File: config.mk
export PLATFORM = sky130hd
export DESIGN_NAME = uart_rx_multi
export DESIGN_NICKNAME = d
export VERILOG_FILES = /design/src/rtl/uart_rx_multi.sv
export SDC_FILE = /design/constraint.sdc
export NUM_CORES = 1
export LEC_CHECK = 0
export BUFFER_PORTS_ARGS = -buffer_cell sky130_fd_sc_hd__clkbuf_2
export CORE_ASPECT_RATIO = 1.2
export CORE_UTILIZATION = 53
export DETAILED_ROUTE_END_ITERATION = 8
export PLACE_DENSITY = 0.78
export SYNTH_ARGS = -nofsm -noshare
export SYNTH_HDL_FRONTEND = slang
export SYNTH_SLANG_ARGS = --single-unit
File: constraint.sdc
create_clock -name aclk -period 2.1 [get_ports aclk]
set_input_delay 0.21 -clock aclk [delete_from_list [all_inputs] [get_ports aclk]]
set_output_delay 0.21 -clock aclk [all_outputs]
set_load 0.03 [all_outputs]
File: src/rtl/uart_rx_multi.sv
// uart_rx_multi: oversampling UART receiver with optional parity, one or two stop bits, break
// detection and an AXI-Stream output buffer.
// Build option: define UART_RX_MULTI_FIFO_EN for a FIFO_DEPTH-entry output FIFO; otherwise the
// output buffer is a single register.
module uart_rx_multi #(
   parameter int unsigned CLOCK      = 100_000_000,
   parameter int unsigned BAUD_RATE  = 115_200,
   parameter int unsigned DATA_BITS  = 8,
   parameter int unsigned PARITY     = 0,
   parameter int unsigned STOP_BITS  = 1,
   parameter int unsigned FIFO_DEPTH = 16
) (
   input  logic                 aclk,
   input  logic                 areset,
   input  logic                 uart_rx,
   output logic [DATA_BITS-1:0] m_axis_tdata,
   output logic [1:0]           m_axis_tuser,
   output logic                 m_axis_tvalid,
   input  logic                 m_axis_tready,
   output logic                 overrun,
   output logic                 break_det
);
   localparam int unsigned COUNT_SPEED = CLOCK / BAUD_RATE;
   localparam int unsigned CW = (COUNT_SPEED > 1) ? $clog2(COUNT_SPEED) : 1;
   localparam logic [CW-1:0] CNT_S0   = CW'(COUNT_SPEED / 2 - 1);
   localparam logic [CW-1:0] CNT_S1   = CW'(COUNT_SPEED / 2);
   localparam logic [CW-1:0] CNT_S2   = CW'(COUNT_SPEED / 2 + 1);
   localparam logic [CW-1:0] CNT_LAST = CW'(COUNT_SPEED - 1);
   localparam int unsigned BW = $clog2(DATA_BITS);
   localparam logic [BW-1:0] BIT_LAST = BW'(DATA_BITS - 1);
   localparam logic STOP_LAST = (STOP_BITS == 2);
   localparam int unsigned UW = DATA_BITS + 2;

   typedef enum logic [2:0] {StIdle, StStart, StData, StParity, StStop, StBreakWait} state_e;

   logic                 rx_meta_q, rx_sync_q;
   state_e               state_q;
   logic [CW-1:0]        cnt_q;
   logic [BW-1:0]        bit_q;
   logic                 stop_q;
   logic [1:0]           samp_q;
   logic [DATA_BITS-1:0] shift_q;
   logic                 perr_q, pbit_q, ferr_q, stop_hi_q;

   logic          resolve, maj, par_exp, last_stop, frame_break, push;
   logic [UW-1:0] push_word;

   // Two-flop synchroniser; resets high so reset release never looks like a start bit.
   always_ff @(posedge aclk or posedge areset) begin
      if (areset) begin
         rx_meta_q <= 1'b1;
         rx_sync_q <= 1'b1;
      end else begin
         rx_meta_q <= uart_rx;
         rx_sync_q <= rx_meta_q;
      end
   end

   // Majority vote of the three mid-bit samples and frame completion decode.
   always_comb begin
      resolve     = (cnt_q == CNT_S2);
      maj         = (samp_q[1] & samp_q[0]) | (samp_q[1] & rx_sync_q) | (samp_q[0] & rx_sync_q);
      par_exp     = (PARITY == 2) ? ~^shift_q : ^shift_q;
      last_stop   = (state_q == StStop) && (stop_q == STOP_LAST);
      frame_break = (shift_q == '0) && !pbit_q && !stop_hi_q && !maj;
      push        = last_stop && resolve && !frame_break;
      push_word   = {perr_q, ferr_q | ~maj, shift_q};
   end

   // Receive FSM: bit timing, data capture, parity/stop checks and break detection.
   always_ff @(posedge aclk or posedge areset) begin
      if (areset) begin
         state_q   <= StIdle;
         cnt_q     <= '0;
         bit_q     <= '0;
         stop_q    <= 1'b0;
         samp_q    <= '0;
         shift_q   <= '0;
         perr_q    <= 1'b0;
         pbit_q    <= 1'b0;
         ferr_q    <= 1'b0;
         stop_hi_q <= 1'b0;
         break_det <= 1'b0;
      end else begin
         break_det <= 1'b0;
         if (state_q != StIdle && state_q != StBreakWait) begin
            cnt_q <= (cnt_q == CNT_LAST) ? '0 : cnt_q + 1'b1;
            if (cnt_q == CNT_S0 || cnt_q == CNT_S1) begin
               samp_q <= {samp_q[0], rx_sync_q};
            end
         end
         unique case (state_q)
            StIdle: begin
               if (!rx_sync_q) begin
                  state_q   <= StStart;
                  cnt_q     <= '0;
                  bit_q     <= '0;
                  stop_q    <= 1'b0;
                  perr_q    <= 1'b0;
                  pbit_q    <= 1'b0;
                  ferr_q    <= 1'b0;
                  stop_hi_q <= 1'b0;
               end
            end
            StStart: begin
               if (resolve && maj) begin
                  state_q <= StIdle;
                  cnt_q   <= '0;
               end else if (cnt_q == CNT_LAST) begin
                  state_q <= StData;
               end
            end
            StData: begin
               if (resolve) begin
                  shift_q <= {maj, shift_q[DATA_BITS-1:1]};
               end
               if (cnt_q == CNT_LAST) begin
                  if (bit_q == BIT_LAST) begin
                     state_q <= (PARITY != 0) ? StParity : StStop;
                  end else begin
                     bit_q <= bit_q + 1'b1;
                  end
               end
            end
            StParity: begin
               if (resolve) begin
                  pbit_q <= maj;
                  perr_q <= (maj != par_exp);
               end
               if (cnt_q == CNT_LAST) begin
                  state_q <= StStop;
               end
            end
            StStop: begin
               if (resolve) begin
                  if (!maj) ferr_q <= 1'b1;
                  else      stop_hi_q <= 1'b1;
                  // Leave mid-bit so a start bit right after a short stop is caught.
                  if (last_stop) begin
                     cnt_q <= '0;
                     if (frame_break) begin
                        break_det <= 1'b1;
                        state_q   <= StBreakWait;
                     end else begin
                        state_q <= StIdle;
                     end
                  end
               end else if (cnt_q == CNT_LAST) begin
                  stop_q <= 1'b1;
               end
            end
            StBreakWait: begin
               if (rx_sync_q) state_q <= StIdle;
            end
            default: state_q <= StIdle;
         endcase
      end
   end

`ifdef UART_RX_MULTI_FIFO_EN
   localparam int unsigned AW = $clog2(FIFO_DEPTH);

   logic [UW-1:0] mem_q [FIFO_DEPTH];
   logic [AW-1:0] wr_ptr_q, rd_ptr_q;
   logic [AW:0]   count_q;
   logic          pop, full, wr_en;

   // A full FIFO still accepts a push when the head is popped in the same cycle.
   always_comb begin
      pop   = (count_q != '0) && m_axis_tready;
      full  = (count_q == (AW + 1)'(FIFO_DEPTH));
      wr_en = push && (!full || pop);
   end

   // FIFO storage, pointers, occupancy and overrun pulse.
   always_ff @(posedge aclk or posedge areset) begin
      if (areset) begin
         for (int i = 0; i < int'(FIFO_DEPTH); i++) mem_q[i] <= '0;
         wr_ptr_q <= '0;
         rd_ptr_q <= '0;
         count_q  <= '0;
         overrun  <= 1'b0;
      end else begin
         overrun <= push && full && !pop;
         if (wr_en) begin
            mem_q[wr_ptr_q] <= push_word;
            wr_ptr_q        <= wr_ptr_q + 1'b1;
         end
         if (pop) rd_ptr_q <= rd_ptr_q + 1'b1;
         if (wr_en && !pop)      count_q <= count_q + 1'b1;
         else if (pop && !wr_en) count_q <= count_q - 1'b1;
      end
   end

   assign m_axis_tvalid                = (count_q != '0);
   assign {m_axis_tuser, m_axis_tdata} = mem_q[rd_ptr_q];
`else
   logic [UW-1:0] word_q;
   logic          valid_q, pop;
   logic          unused_fifo_depth;

   assign pop               = valid_q && m_axis_tready;
   assign unused_fifo_depth = ^FIFO_DEPTH;

   // Single-entry output register; a push into an occupied, unpopped slot is dropped.
   always_ff @(posedge aclk or posedge areset) begin
      if (areset) begin
         word_q  <= '0;
         valid_q <= 1'b0;
         overrun <= 1'b0;
      end else begin
         overrun <= push && valid_q && !pop;
         if (push && (!valid_q || pop)) begin
            word_q  <= push_word;
            valid_q <= 1'b1;
         end else if (pop) begin
            valid_q <= 1'b0;
         end
      end
   end

   assign m_axis_tvalid                = valid_q;
   assign {m_axis_tuser, m_axis_tdata} = word_q;
`endif

endmodule

==> impl_results.md, run 1 <==
- Crit Path Category: flop to flop
- Initial core utilization: 0.550
- CTS Buf Count: 5
- Sw frac: 0.191
- Synthesized area: about 2300 sq um
- Synth async-reset ratio: 1.00
- Crit-path max FO: 10
- Number of antenna violations at the first check in global routing: 0
- Yosys top cell area share: 0.474
- Critical path's largest stage delay: approximately 0.54 ns
- Synth-to-Final Area Change: 18.1%
- PwrDens: 579 nW/um^2
- Synth Flop Type: dfrtp_1
- Mapped Cells: around 220
- Worst EP arrival: approximately 2.3 ns
- Hold slack: roughly 0.2 ns
- Vias in the first global route: 1,672
- DRT Pass-1 Iters: 4
- Finished Core Util: 0.649
- Htree depth: 2
- Area of the core: between 4000 and 5000 sq um
- Post-synthesis cell type count: 42
- Int Pwr: around 1.3 mW
- Clock share of power: 0.422
- Hold Fails Final Rpt: 0
- Critical Path End Type: flop
- Die H: around 75 microns
- Sequential share of power: 0.560
- Most common cell in the netlist: dfrtp_1
- Largest net degree at the start of global routing: 47
- Crit path top cell by count: nand4_1
- Clk root buf: clkbuf_8
- Slew Limit Fails: 0
- ANT cells: 0
- Relative slew slack: 0.726
- IO buf count: 16
- Final setup fails: 0
- Seq/Total Area, Yosys: 0.496
- Register bit total from synthesis: 46
- Outcome: finished clean
- Logic pwr share: 0.017
- Global-route wire length before repair: 7910 microns
- Non-filler cells, final: about 320
- Crit-path slowest cell: or4_4
- Clk slew on worst S/H paths: about 0.08 ns
- Critical Path RT: around 2.3 ns
- Clk sink count: 46
- Drt wl/cell: between 10 and 15 microns
- Critical-path cell list: inv_2 -> ha_1 -> nand4_1 -> or4_4 -> nand4_1 -> nor2b_1 -> buf_6 -> mux2_4
- Vias: 1,718
- GPL Wtd Cong: ~0.9
- Fmax: roughly 480 MHz
- DP Wirelength: ~3100 microns
- Clk_lat worst skew: approximately 0.3 ns
- Synth area leader: dfrtp_1
- Final ANT Viol Nets: 0
- Register area: roughly 1200 sq um
- I/O Pins: 17
- Uppermost routed layer: met4
- Aggregate global routing overflow: 0
- Overall routed net length: 4570 microns
- Fillcell total: around 340
- Nets: about 270
- Synth top cells by count: 44 x dfrtp_1, 27 x nand2_1, 18 x nor2_1
- Mean Syn Cell Area: between 10 and 15 sq um
- # DRC: 0
- Period utilization: 0.988
- Total chip power: between 1.5 and 2 mW
- Number of synthesized flops with an enable pin: 0
- Sw Pwr: between 0.3 and 0.4 mW
- CP Launch Type: flop
- Initial drt markers: 92
- Finished Cell Area: 2750 sq um
- Max Root-Sink Buffers: 2
- Pleak: 1.30 nW
- HP Class: primary input to flop
- DR WL met3: approximately 120 microns
- Placed cells: between 200 and 300
- CTS tree: done
- Max Cap Viol: 0
- Least-Margin Pin Slew: just over 0.4 ns
- Area contributors post-synth: dfrtp_1 47%, mux2_4 6.5%, ha_1 4.8%
- Met1 wire length: roughly 2000 microns
- YS warnings: 0
- Die X: between 60 and 70 microns
- Vias per cell: around 5.4
- Area of the multi-input gates: around 1100 sq um
- Share of layout cells above drive strength 1: 0.285
- Clock skew: 0.00677 ns
- Metal2 WL: about 2300 microns
- Rows: 26
- Synthesized Nets: 234
- RSZ-0062 raised after global routing: yes
- Total track usage: 0.219
- Minimum clock period: between 2 and 2.5 ns
- Max VDD drop: between 0.2 and 0.3 mV
- Die area: approximately 4700 sq um
- Placed cell areas: ~2500 sq um
-- power by group through the flow --
stage / Combinational [mW] / Sequential, mW / Clock [mW]
after CTS: 0.0288 / 0.890 / 0.684
after detailed placement: 0.0261 / 0.908 / 0
after global routing: 0.0317 / 0.891 / 0.707
after floorplan: 0.0136 / 0.907 / 0
final: 0.0271 / 0.890 / 0.671
after global placement: 0.0257 / 0.908 / 0
-- worst max-delay path: cells and delay by family, from the launching register on --
kind                     cells  cell delay [ns]
buffers and inverters        2             0.22
flip-flops                   1             0.42
multiplexers                 1             0.31
adder cells (fa/ha/maj)      1             0.15
AND/OR/NAND/NOR              4             0.86
-- worst paths after layout --
kind	from	cells after the start	endpoint	slack [ns]
setup / recovery	shift_q[4]$_DFFE_PP0P_	8	word_q[2]$_DFFE_PP0P_	0.02
hold / removal	m_axis_tready	3	overrun$_DFF_PP0_	0.20
setup reg to reg	shift_q[4]$_DFFE_PP0P_	8	word_q[2]$_DFFE_PP0P_	0.02
hold reg to reg	rx_meta_q$_DFF_PP1_	0	rx_sync_q$_DFF_PP1_	0.36
max in group asynchronous	areset	4	rx_sync_q$_DFF_PP1_	1.38
min in group asynchronous	areset	4	cnt_q[2]$_DFF_PP0_	0.46
-- layout make-up --
type / instances / area share
sequential: 46 / 0.420
multi-input combinational: 153 / 0.394
timing repair buffer: 38 / 0.0971
clock buffer: 7 / 0.0314
tap: 56 / 0.0255
inverter: 15 / 0.0205
clock inverter: 1 / 0.0109
-- repair_timing --
action,in CTS,in global routing
hold buffers,2,0
endpoints found under the hold margin,45,0
setup endpoints to repair,0,13
setup buffers,0,7
resized for setup,0,8
-- cell usage in the layout (no fill, tap or decap), drive strengths merged, types with 3 or more instances in the layout --
| cell type | instances |
|---|---|
| dfrtp | 44 |
| nand2 | 27 |
| clkbuf | 23 |
| buf | 20 |
| nor2 | 19 |
| o21ai | 15 |
| inv | 15 |
| mux2 | 12 |
| a21oi | 9 |
| ha | 9 |
| xnor2 | 7 |
| xor2 | 7 |
| nand4 | 6 |
| nand3 | 5 |
| and3 | 5 |
| a31oi | 3 |
| mux2i | 3 |
-- stage by stage --
stage               setup TNS [ns]  worst slack, ns
floorplan                        0           0.0968
global placement                 0           0.0714
detailed placement               0           0.0670
CTS                              0           0.0289
global route                -0.132          -0.0218
finish                           0           0.0250
-- cell families (layout without fill, tap and decap cells) --
group | after synthesis | count (layout) | share of synthesized area
AND/OR/NAND/NOR | 79 | 79 | 0.178
flip-flops | 46 | 46 | 0.496
AO/OA/AOI/OAI | 35 | 35 | 0.0910
buffers and inverters | 22 | 61 | 0.0414
multiplexers | 15 | 15 | 0.0872
XOR/XNOR | 14 | 14 | 0.0527
adder cells (fa/ha/maj) | 10 | 10 | 0.0533
-- metal layers --
layer,global-route usage,vias up
li1,-,839
met1,0.255,840
met2,0.396,28
met3,0.0429,11
met4,0.0956,0
met5,0,-
-- state kept, by name (all words and copies together), names as in the netlist --
name           cells
perr_q             1
overrun            1
stop_q             1
samp_q             2
shift_q            8
stop_hi_q          1
m_axis_tvalid      1
state_q            3
bit_q              3
break_det          1
pbit_q             1
word_q            10
cnt_q             10
ferr_q             1
rx_meta_q          1
rx_sync_q          1
(Power assumes the default switching activity.)
==> run 2, diff against run 1 <==
- clock period: 2.1 -> 1.7 ns (I/O delays scaled with it)
==> run 2 against run 1 <==
The run now ends with negative setup slack left; via count rose by 11%; first-iteration DRC count fell by 30%; largest power group unchanged; count of clock-buffer cells in the layout fell by 1.
==> impl_results.md, run 2 (same netlist as run 1, synthesis figures left out) <==
- Outcome: finished with violations
- Failing checks: negative setup slack
- Clk_lat worst skew: 0.30 ns (about the same)
- Largest net degree at the start of global routing: 27 (-43%)
- Share of layout cells above drive strength 1: 0.471 (+0.187)
- Crit Path Category: flop to flop
- Pleak: 1.53 nW (+18%)
- Number of antenna violations at the first check in global routing: 0 (unchanged)
- GPL Wtd Cong: 0.909 (+1.1%)
- CTS Buf Count: 5 (unchanged)
- Crit-path max FO: 10 (unchanged)
- Setup tns final: -4.72 ns (-4.72 ns)
- I/O Pins: 17 (unchanged)
- RSZ-0062 raised after global routing: yes
- Total chip power: 2.14 mW (+35%)
- Family with the most delay on the worst path: simple AND/OR/NAND/NOR gates
- Critical Path End Type: flop
- Clk slew on worst S/H paths: 0.09 ns (about the same)
- Clk sink count: 46 (unchanged)
- Fillcell total: 254 (-25%)
- Critical path's largest stage delay: 0.50 ns (-0.04 ns)
- Max VDD drop: 0.584 mV (+100%)
- Drt wl/cell: 15.7 microns (+8.4%)
- CTS tree: done
- Top Registers: cnt_q x10, word_q x10, shift_q x8
- Initial core utilization: 0.550 (unchanged)
- Max Cap Viol: 0 (unchanged)
- Synth-to-Final Area Change: 40.4%
- Crit-path slowest cell: or4_4
- Setup ws final: -0.295 ns (-0.320 ns)
- CP Launch Type: flop
- IO buf count: 16 (unchanged)
- Area of the core: 4230 sq um (unchanged)
- Area of the multi-input gates: 1280 sq um (+18%)
- Clock skew: 0.00616 ns (-0.000604 ns)
- Total track usage: 0.245 (+0.0264)
- Htree depth: 2 (unchanged)
- Relative slew slack: 0.680 (-0.0465)
- ANT cells: 0 (unchanged)
- HP Class: primary input to flop
- Critical-path cell list: maj3_2 -> or4_4 -> nand4_1 -> nor2b_2 -> buf_12 -> mux2_4
- Die area: 4660 sq um (unchanged)
- Period utilization: 1.17 (+0.186)
- Vias in the first global route: 1,914 (+14%)
- Global-route wire length before repair: 8580 microns (+8.5%)
- Aggregate global routing overflow: 0 (unchanged)
- Max Root-Sink Buffers: 2 (unchanged)
- Final setup fails: 23 (+23)
- PwrDens: 656 nW/um^2 (+13%)
- Most common cell after layout, fill and taps aside: buf_4
- Vias: 1,903 (+11%)
- Slew Limit Fails: 0 (unchanged)
- Critical Path RT: 1.89 ns (-0.40 ns)
- Clk root buf: clkbuf_8
- Final ANT Viol Nets: 0 (unchanged)
- Worst EP arrival: 2.19 ns (-0.07 ns)
- Minimum clock period: 2.00 ns (-0.0797 ns)
- Worst Path Buf+Inv: 1 (-1)
- Hold Fails Final Rpt: 0 (unchanged)
- # DRC: 0 (unchanged)
- Rows: 26 (unchanged)
- Die X: 62.5 microns (unchanged)
- Overall routed net length: 5500 microns (+20%)
- Least-Margin Pin Slew: 0.480 ns (+0.0743 ns)
- Initial drt markers: 64 (-30%)
- Nets: 307 (+13%)
- Commonest cells after routing, fill and taps aside: 47 x buf_4, 43 x dfrtp_1, 27 x nand2_1, 16 x clkbuf_2, 11 x mux2_4
- DP Wirelength: 3540 microns (+14%)
- Fmax: 501 MHz (+4.0%)
- Vias per cell: 5.42 (-0.28%)
- Die H: 74.6 microns (unchanged)
- Register area: 1150 sq um (+0.11%)
- DRT Pass-1 Iters: 4 (unchanged)
==> run 2: cell types whose count changed in the layout (fill, tap and decap cells not counted), moves of 5 or more <==
cell / change
buf_4: +29
nor2_1: -8
nor2_2: +7
buf_6: +5
o21ai_0: -5
o21ai_1: +5
==> run 2: stage by stage <==
step           instances  hold slack [ns]  setup slack [ns]  utilization  area, sq um
2_1_floorplan        221            0.174            -0.253            -         2340
3_5_place_dp         331            0.201            -0.327        0.663         2800
3_3_place_gp         331            0.188            -0.261        0.663         2800
4_1_cts              347            0.174            -0.257        0.738         3120
6_report             351            0.173            -0.295        0.772         3260
5_1_grt              351            0.185            -0.344        0.772         3260
==> run 2: area by class of cell <==
type,instances,area share
flip-flops and latches,46,0.354
clock inverters,2,0.0184
repair buffers,73,0.172
clock buffers,6,0.0253
inverters,15,0.0173
well taps,56,0.0215
multi-input cells,153,0.392
==> run 2: timing repair <==
action,in CTS,in global routing
pin swaps,8,13
hold endpoints to repair,19,0
setup endpoints to repair,32,37
cloned,0,1
hold buffers,2,0
buffers inserted,7,4
resized for setup,23,34
==> run 2: worst register-to-register path, cell delays in order, from the launching register on <==
cell and delay (ns):
dfrtp_1 0.41, maj3_2 0.34, or4_4 0.50, nand4_1 0.12
nor2b_2 0.07, buf_12 0.15, mux2_4 0.30
==> run 2: routing by layer <==
metal	vias up	GRT usage	share of wire
li1	908	-	-
met1	949	0.259	0.39
met2	33	0.458	0.55
met3	13	0.0491	0.023
met4	0	0.147	0.028
met5	-	0	0
==> run 2: worst paths after layout <==
check / cells after the start / start / slack (ns) / end
setup / recovery: 6 / samp_q[0]$_DFFE_PP0P_ / -0.30 / word_q[5]$_DFFE_PP0P_
hold / removal: 3 / m_axis_tready / 0.17 / overrun$_DFF_PP0_
setup reg to reg: 6 / samp_q[0]$_DFFE_PP0P_ / -0.30 / word_q[5]$_DFFE_PP0P_
hold reg to reg: 0 / rx_meta_q$_DFF_PP1_ / 0.36 / rx_sync_q$_DFF_PP1_
max in group asynchronous: 4 / areset / 0.78 / stop_hi_q$_DFFE_PP0P_
min in group asynchronous: 3 / areset / 0.43 / stop_q$_DFFE_PP0P_
==> run 2: where the power goes <==
group          leakage, nW  switching, mW  internal [mW]
Clock               0.0714          0.374          0.627
Combinational        0.840         0.0259         0.0138
Sequential           0.619        0.00116           1.10
Total                 1.53          0.402           1.74
==> run 3, diff against run 2 <==
- CELL_PAD_IN_SITES_DETAIL_PLACEMENT: unset -> 0
- CELL_PAD_IN_SITES_GLOBAL_PLACEMENT: unset -> 2
- CORE_UTILIZATION: 53 -> 35
- PLACE_DENSITY: 0.78 -> unset
- PLACE_DENSITY_LB_ADDON: unset -> 0.1
==> run 3 against run 2 <==
The flow still finishes with violations (negative setup slack); total power fell by 15%; core utilization fell by 26 points; setup slack improved by 0.036 ns; non-clock buffer count rose by 11; sequential power barely moved; wire length barely moved.
==> impl_results.md, run 3 (same netlist as run 1, synthesis figures left out) <==
- Worst EP arrival: 2.15 ns (-0.04 ns)
- Vias per cell: 4.80 (-12%)
- DP Wirelength: 3920 microns (+11%)
- Htree depth: 2 (unchanged)
- # DRC: 0 (unchanged)
- Max VDD drop: 0.348 mV (-40%)
- Commonest cells after routing, fill and taps aside: 53 x buf_4, 44 x dfrtp_1, 27 x nand2_1, 17 x nor2_1, 16 x clkbuf_2
- Crit-path max FO: 5 (-5)
- Share of layout cells above drive strength 1: 0.464 (-0.00713)
- Clk root buf: clkbuf_8
- Vias in the first global route: 2,008 (+4.9%)
- Clk slew on worst S/H paths: 0.08 ns (about the same)
- Finished Core Util: 0.512 (-0.259)
- Final ANT Viol Nets: 0 (unchanged)
- Least-Margin Pin Slew: 0.478 ns (-0.00168 ns)
- RSZ-0062 raised after global routing: yes
- Overall routed net length: 5500 microns (about the same)
- I/O Pins: 17 (unchanged)
- Max Cap Viol: 0 (unchanged)
- Initial core utilization: 0.363 (-0.187)
- Critical Path RT: 1.89 ns (about the same)
- Slew Limit Fails: 0 (unchanged)
- Sequential share of power: 0.601 (+0.088)
- Relative slew slack: 0.681 (+0.00112)
- Hold slack: 0.191 ns (+0.0181 ns)
- Clk sink count: 46 (unchanged)
- PwrDens: 557 nW/um^2 (-15%)
- Failing checks: negative setup slack
- Fmax: 510 MHz (+1.8%)
- Die X: 76.4 microns (+22%)
- Top Registers: cnt_q x10, word_q x10, shift_q x8
- IO buf count: 16 (unchanged)
- Total track usage: 0.170 (-0.0752)
- Number of antenna violations at the first check in global routing: 0 (unchanged)
- Clock share of power: 0.379 (-0.089)
- Most common cell after layout, fill and taps aside: buf_4
- Nets: 318 (+3.6%)
- Sw frac: 0.214 (+0.0260)
- Crit Path Category: flop to flop
- Minimum clock period: 1.96 ns (-0.0362 ns)
- Outcome: finished with violations
- Critical Path End Type: flop
- Hold Fails Final Rpt: 0 (unchanged)
- Sw Pwr: 0.391 mW (-2.7%)
- Largest net degree at the start of global routing: 27 (unchanged)
- Setup WS pre-CTS: -0.362 ns (-0.0349 ns)
- CTS Buf Count: 5 (unchanged)
- Die H: 91.3 microns (+22%)
- CP Launch Type: flop
- Period utilization: 1.15 (-0.0213)
- Fillcell total: 599 (+140%)
- Setup ws final: -0.259 ns (+0.0362 ns)
- Pleak: 1.55 nW (+1.0%)
- Final setup fails: 26 (+13%)
- Total chip power: 1.83 mW (-15%)
- Die area: 6970 sq um (+50%)
- CTS tree: done
- Clock skew: 0.00646 ns (+0.000296 ns)
- Max Root-Sink Buffers: 2 (unchanged)
- Area of the core: 6410 sq um (+51%)
- Global-route wire length before repair: 9290 microns (+8.2%)
- Synth-to-Final Area Change: 41.2%
- Initial drt markers: 65 (+1.6%)
- Drt wl/cell: 14.1 microns (-10%)
- GPL Wtd Cong: 0.880 (-3.2%)
- Clk_lat worst skew: 0.30 ns (about the same)
- Vias: 1,876 (-1.4%)
- Aggregate global routing overflow: 0 (unchanged)
- HP Class: primary input to flop
- Logic pwr share: 0.020 (about the same)
- Int Pwr: 1.44 mW (-17%)
- DRT Pass-1 Iters: 4 (unchanged)
- Rows: 32 (+23%)
- ANT cells: 0 (unchanged)
==> run 3: changes by cell type in the layout (fill, tap and decap cells not counted), moves of 2 or more <==
cell,change
nor2_1,+7
buf_4,+6
buf_6,+6
nor2_2,-6
o21ai_1,-4
o21ai_0,+3
bufinv_16,-2
ha_1,-2
ha_4,+2
inv_1,-2
inv_2,+2
==> run 3: through the flow <==
| step | instance area (sq um) | setup TNS, ns | instances |
|---|---|---|---|
| after floorplan | 2340 | -4.59 | 221 |
| after global placement | 2860 | -4.91 | 364 |
| after detailed placement | 2860 | -5.92 | 364 |
| after CTS | 3240 | -5.10 | 391 |
| after global routing | 3280 | -7.59 | 391 |
| final | 3280 | -5.13 | 391 |
==> run 3: path summary, 6_finish.rpt <==
path	from	to	slack (ns)	depth (start not counted)
hold reg to reg	rx_meta_q$_DFF_PP1_	rx_sync_q$_DFF_PP1_	0.36	0
setup reg to reg	samp_q[1]$_DFFE_PP0P_	word_q[5]$_DFFE_PP0P_	-0.26	6
min in group asynchronous	areset	cnt_q[0]$_DFF_PP0_	0.41	3
max in group asynchronous	areset	stop_q$_DFFE_PP0P_	0.79	4
hold / removal	m_axis_tready	overrun$_DFF_PP0_	0.19	3
setup / recovery	samp_q[1]$_DFFE_PP0P_	word_q[5]$_DFFE_PP0P_	-0.26	6
==> run 3: cell type report <==
| cell class | count | area (sq um) | share of cell area |
|---|---|---|---|
| well taps | 85 | 106 | 0.0324 |
| repair buffers | 84 | 653 | 0.199 |
| multi-input cells | 153 | 1220 | 0.372 |
| inverters | 15 | 56.3 | 0.0172 |
| clock inverters | 1 | 5.00 | 0.00152 |
| flip-flops and latches | 46 | 1150 | 0.352 |
| clock buffers | 7 | 86.3 | 0.0263 |
==> run 3: metal layers <==
| metal | up-vias | GRT usage | routed length [microns] |
|---|---|---|---|
| li1 | 932 | - | - |
| met1 | 916 | 0.185 | 2310 |
| met2 | 19 | 0.323 | 3000 |
| met3 | 9 | 0.0271 | 91 |
| met4 | 0 | 0.0705 | 90 |
| met5 | - | 0 | 0 |
==> run 3: timing repair <==
action / 4_1_cts / 5_1_grt
endpoints found under the hold margin: 19 / 0
pin swaps: 13 / 10
hold buffers: 2 / 0
resized for setup: 41 / 15
setup buffers: 20 / 1
setup endpoints to repair: 38 / 40
cloned: 2 / 1
==> run 3: power by group through the flow <==
stage               sequential, mW  clock [mW]  combinational [mW]
finish                        1.10       0.694              0.0370
floorplan                     1.12           0              0.0168
global placement              1.12           0              0.0358
detailed placement            1.12           0              0.0363
global route                  1.10       0.770              0.0438
CTS                           1.10       0.709              0.0399
==> run 3: critical path: stages, from the launching register on <==
cell and delay [ns]:
dfrtp_1 0.39, maj3_2 0.34, or4_4 0.50, nand4_1 0.12
nor2b_2 0.07, buf_6 0.14, mux2_4 0.29
